$ cat src/rtl/hp_bytequad.sv
// hp_bytequad: host-to-parasite Tube register quad; R1/R2/R4 byte latches, R3 small FIFO with drain gating,
// plus registered parasite IRQ/NMI derived from channel availability.
module hp_bytequad #(
  parameter int DATA_W   = 8,
  parameter int R3_DEPTH = 2
) (
  input  logic              h_phi2,
  input  logic              h_rst_b,
  input  logic              h_we,
  input  logic [3:0]        h_selectData,
  input  logic [DATA_W-1:0] h_data,
  input  logic              p_rd,
  input  logic [3:0]        p_selectData,
  input  logic              one_byte_mode,
  input  logic              irq_en_r1,
  input  logic              irq_en_r4,
  input  logic              nmi_en_r3,
  output logic [DATA_W-1:0] p_data,
  output logic [3:0]        p_data_available,
  output logic [3:0]        h_full,
  output logic              p_irq_b,
  output logic              p_nmi_b
);
  localparam int CW = $clog2(R3_DEPTH + 1);
  logic [3:0] h_sel, p_sel, wr, rd;
  logic [2:0] lwr, lrd, full_q, full_d;
  logic [DATA_W-1:0] lat_q [3];
  logic [DATA_W-1:0] lat_d [3];
  logic [DATA_W-1:0] fifo_q [R3_DEPTH];
  logic [DATA_W-1:0] fifo_d [R3_DEPTH];
  logic [CW-1:0] cnt_q, cnt_d, wr_idx;
  logic drain_q, drain_d, irq_b_q, irq_b_d, nmi_b_q, nmi_b_d;
  logic r3_full, push, pop;
  // Multi-bit selects collapse to their lowest set bit
  assign h_sel = h_selectData & (~h_selectData + 4'd1);
  assign p_sel = p_selectData & (~p_selectData + 4'd1);
  assign wr = {4{h_we}} & h_sel;
  assign rd = {4{p_rd}} & p_sel;
  assign lwr = {wr[3], wr[1], wr[0]};
  assign lrd = {rd[3], rd[1], rd[0]};
  assign r3_full = cnt_q >= (one_byte_mode ? CW'(1) : CW'(R3_DEPTH));
  assign p_data_available = {full_q[2], one_byte_mode ? (cnt_q != '0) : drain_q, full_q[1], full_q[0]};
  assign h_full = {full_q[2], r3_full, full_q[1], full_q[0]};
  assign push = wr[2] & ~r3_full;
  assign pop = rd[2] & p_data_available[2];
  assign p_data = p_sel[0] ? lat_q[0] : p_sel[1] ? lat_q[1] : p_sel[2] ? fifo_q[0] : p_sel[3] ? lat_q[2] : '0;
  assign p_irq_b = irq_b_q;
  assign p_nmi_b = nmi_b_q;
  always_comb begin
    for (int k = 0; k < 3; k++) begin
      full_d[k] = lwr[k] | (full_q[k] & ~lrd[k]);
      lat_d[k] = (lwr[k] & (~full_q[k] | lrd[k])) ? h_data : lat_q[k];
    end
    cnt_d = cnt_q + CW'(push) - CW'(pop);
    wr_idx = cnt_q - CW'(pop);
    // Popping the last byte leaves it at the head so p_data keeps showing it
    for (int i = 0; i < R3_DEPTH; i++)
      fifo_d[i] = (push && wr_idx == CW'(i)) ? h_data :
                  (pop && cnt_q > CW'(1)) ? fifo_q[(i + 1) % R3_DEPTH] : fifo_q[i];
    drain_d = one_byte_mode ? (cnt_d != '0) : (cnt_d == CW'(R3_DEPTH)) ? 1'b1 : (cnt_d == '0) ? 1'b0 : drain_q;
    irq_b_d = ~((irq_en_r1 & p_data_available[0]) | (irq_en_r4 & p_data_available[3]));
    nmi_b_d = ~(nmi_en_r3 & p_data_available[2]);
  end
  always_ff @(posedge h_phi2 or negedge h_rst_b) begin
    if (!h_rst_b) begin
      lat_q <= '{default: '0};
      full_q <= '0;
      fifo_q <= '{default: '0};
      cnt_q <= '0;
      drain_q <= 1'b0;
      irq_b_q <= 1'b1;
      nmi_b_q <= 1'b1;
    end else begin
      lat_q <= lat_d;
      full_q <= full_d;
      fifo_q <= fifo_d;
      cnt_q <= cnt_d;
      drain_q <= drain_d;
      irq_b_q <= irq_b_d;
      nmi_b_q <= nmi_b_d;
    end
  end
endmodule

$ cat config.mk
export PLATFORM = sky130hd
export DESIGN_NAME = hp_bytequad
export DESIGN_NICKNAME = d
export VERILOG_FILES = /design/src/rtl/hp_bytequad.sv
export SDC_FILE = /design/constraint.sdc
export NUM_CORES = 1
export LEC_CHECK = 0
export ABC_AREA = 1
export CAP_MARGIN = 0
export CORE_ASPECT_RATIO = 0.7
export CORE_MARGIN = 5
export CORE_UTILIZATION = 40
export CTS_BUF_LIST = sky130_fd_sc_hd__clkbuf_16
export DETAILED_ROUTE_END_ITERATION = 8
export PLACE_DENSITY = 0.65
export SLEW_MARGIN = 10
export SYNTH_ARGS = -nofsm -noshare
export SYNTH_HDL_FRONTEND = slang
export SYNTH_SLANG_ARGS = --single-unit
$ cat constraint.sdc
create_clock -name h_phi2 -period 5.6 [get_ports h_phi2]
set_clock_uncertainty 0.2 [all_clocks]
set_input_delay 1.12 -clock h_phi2 [delete_from_list [all_inputs] [get_ports h_phi2]]
set_output_delay 1.12 -clock h_phi2 [all_outputs]
set_load 0.005 [all_outputs]
==> metrics.md <==
| Metric | Value |
|---|---|
| GRT Overall Usage | `0.145` |
| Tcrit/Tclk final | `0.803` |
| Clock sinks | `48` |
| GR Util met3 | `0.0323` |
| Worst-margin pin slew | `roughly 1100 ps` |
| Post-CTS Hold Buffers | `0` |
| Cells on worst reg2reg path | `12` |
| Asr flop ratio synth | `1.00` |
| Ant diodes | `0` |
| Synth unique cells | `31` |
| R2R Path Start | `cnt_q[1]$_DFF_PN0_` |
| Setup WS pre-CTS | `1050 ps` |
| Syn_area_per_cell | `8.27 sq um` |
| Critical Path Sink Type | `output port` |
| Data arrival, critical path | `about 3200 ps` |
| Worst hold-check path type | `flop to flop` |
| Vias | `about 2200` |
| Critical R2R Capture | `drain_q$_DFFE_PN0P_` |
| Clock period minus worst slack | `about 4500 ps` |
| Max-slew violations | `0` |
| Main synth FF type | `dfrtp_1` |
| # H-tree levels | `2` |
| Final hold violations | `0` |
| Placer Congestion | `about 0.84` |
| Final Util | `0.503` |
| Vias per cell | `~4.7` |
| Syn nets | `approximately 360` |
| Reg power frac | `0.405` |
| Slew HR | `0.285` |
| Share of cells above drive strength 1 | `0.131` |
| Area grow syn2layout | `22.8%` |
| Worst VDD drop | `roughly 130 uV` |
| Net switching fraction of the power | `0.322` |
| Grt ovf | `0` |
| Core box area | `between 0.006 and 0.007 sq mm` |
| Setup TNS | `0 ps` |
| Vias in the first global route | `2017` |
| Critical path peak fanout | `9` |
| Setup Fix Bufs, Post-CTS | `0` |
| Wire length per cell | `12.5 um` |
| Commonest cells after routing, fill and taps aside | `nand2_1 (120), inv_1 (50), dfrtp_1 (46)` |
| Nets | `between 400 and 500` |
| DRC viols | `0` |
| Design Power | `about 1.1 mW` |
| CTS Buffer Depth | `2` |
| Setup-failing EPs final | `0` |
| Hold Crit Start | `lat_q[3]$_DFFE_PN0P_` |
| Crit path launch type | `input pin` |
| Synth Instances | `333` |
| Clk network pwr share | `0.305` |
| TritonCTS clock tree | `done` |
| Status | `completed` |
| Yosys warns | `0` |
| Post-Syn Area | `0.00275 sq mm` |
| Die height | `~79 um` |
| P_int | `just under 800 uW` |
| Pwr dens | `about 340 mW/mm^2` |
| Antenna violations before repair | `0` |
| Unrepaired setup endpoints after global routing | `false` |
| Hold Path Depth | `2` |
| Required time of the critical path | `roughly 4300 ps` |
| Resize count post-CTS | `0` |
| WHS Endpoint | `lat_q[3]$_DFFE_PN0P_` |
| Initial DRT Pass Iterations | `4` |
| Sequential area share after synthesis | `0.437` |
| P_sw | `365 uW` |
| Clk root buf | `clkbuf_16` |
| Max Cap Viol | `0` |
| I/O Pins | `between 40 and 50` |
| CTS Buf Count | `5` |
| Routed Antenna Nets | `0` |
| Fmax | `around 0.22 GHz` |
| Largest net degree at the start of global routing | `49` |
| Routed WL | `5.85 mm` |
| M1 GR Usage | `0.214` |
| Buffers on Ports | `41` |
| Top post-synthesis cells by area | `dfrtp_1 (42%), nand2_1 (16%), inv_1 (6.8%), nand3_2 (6.2%), nand3_1 (4.7%)` |
| Flop-to-flop setup slack | `~3000 ps` |
| Met2 Track Usage GR | `0.219` |
| Clock latency on the worst-skew pair | `a little under 300 ps` |
| Die area | `0.00867 sq mm` |
| Busiest layer in global routing | `met2` |
| Most common cell after layout, fill and taps aside | `nand2_1` |
| Lkg Pwr | `roughly 1.7 nW` |
| Yosys reg bits | `48` |
| Final WS setup | `1100 ps` |
| Initial core utilization | `0.409` |
| Chip Width | `around 110 um` |
| Detail Placement HPWL | `approximately 4.5 mm` |
| Clk slew on worst S/H paths | `around 70 ps` |
| EDFF count, synth | `0` |
| Cell taking the most area after synthesis | `dfrtp_1` |
| Synth top area share | `0.418` |
| # rows | `25` |
| First-pass GRT wire length | `9.95 mm` |
| Setup CP Type | `input pin to output port` |
| DR iter-0 viols | `between 100 and 150` |
| Logic pwr share | `0.289` |
-- cell type report --
class	count	area [sq um]
Tap cell	94	118
Clock buffer	5	125
Sequential cell	48	1200
Multi-Input combinational cell	220	1250
Inverter	56	230
Fill cell	640	3340
Clock inverter	3	47.5
Timing Repair Buffer	41	405
-- layer usage --
| layer | vias up | share of wire |
|---|---|---|
| li1 | 1131 | - |
| met1 | 1012 | 0.50 |
| met2 | 47 | 0.43 |
| met3 | 7 | 0.060 |
| met4 | 0 | 0.0065 |
| met5 | - | 0 |
-- through the flow --
stage | cells | hold WS (ps) | area, sq um
2_1_floorplan | 333 | 242 | 2750
3_3_place_gp | 459 | 254 | 3210
3_5_place_dp | 459 | 258 | 3210
4_1_cts | 467 | 276 | 3380
5_1_grt | 467 | 295 | 3380
6_report | 467 | 275 | 3380
-- flip-flops by register name, summed over array words and instances (netlist names) --
register  flops
lat_q        24
fifo_q       16
full_q        3
cnt_q         2
drain_q       1
p_irq_b       1
p_nmi_b       1
-- cells in the mapped netlist (2+ instances only) --
library cell,count
buf_2,3
buf_4,4
buf_6,2
clkinv_1,2
dfrtp_1,46
dfstp_2,2
ha_1,5
inv_1,50
inv_8,2
nand2_1,120
nand2_2,2
nand2_4,5
nand2_8,2
nand3_1,26
nand3_2,17
nand4_4,2
nor2_1,4
nor2_4,2
nor3_1,2
o2111ai_1,8
o21ai_1,17
-- critical path, cell delays in order --
cell             delay [ps]
clkdlybuf4s50_1         610
clkinv_4                170
nand2_4                  60
nor2_1                  420
nand2_1                 120
o2111ai_1               140
clkdlybuf4s50_1         540
-- worst max path at each step --
stage | startpoint | end | slack [ps]
global route | p_selectData[0] | p_data[3] | 870
CTS | p_selectData[0] | p_data[3] | 1060
finish | p_selectData[0] | p_data[3] | 1100
floorplan | one_byte_mode | drain_q$_DFFE_PN0P_ | 2400
detailed placement | p_selectData[0] | p_data[0] | 1050
global placement | p_selectData[0] | p_data[0] | 1080
-- logic make-up (layout without fill, tap and decap cells) --
group,Yosys count,after routing,share of synthesized area
xor+xnor,2,2,0.00636
simple gates,185,185,0.357
compound gates,28,28,0.0686
buf+inv,65,105,0.108
flops,48,48,0.437
fa+ha+maj,5,5,0.0227
-- power by group through the flow --
stage | registers, mW | logic [mW] | clock network [mW]
2_1_floorplan | 0.456 | 0.226 | 0
3_3_place_gp | 0.464 | 0.328 | 0
3_5_place_dp | 0.466 | 0.331 | 0
4_1_cts | 0.459 | 0.333 | 0.356
5_1_grt | 0.469 | 0.371 | 0.371
6_report | 0.460 | 0.328 | 0.346
No activity file was read; power rests on OpenSTA's default activity.
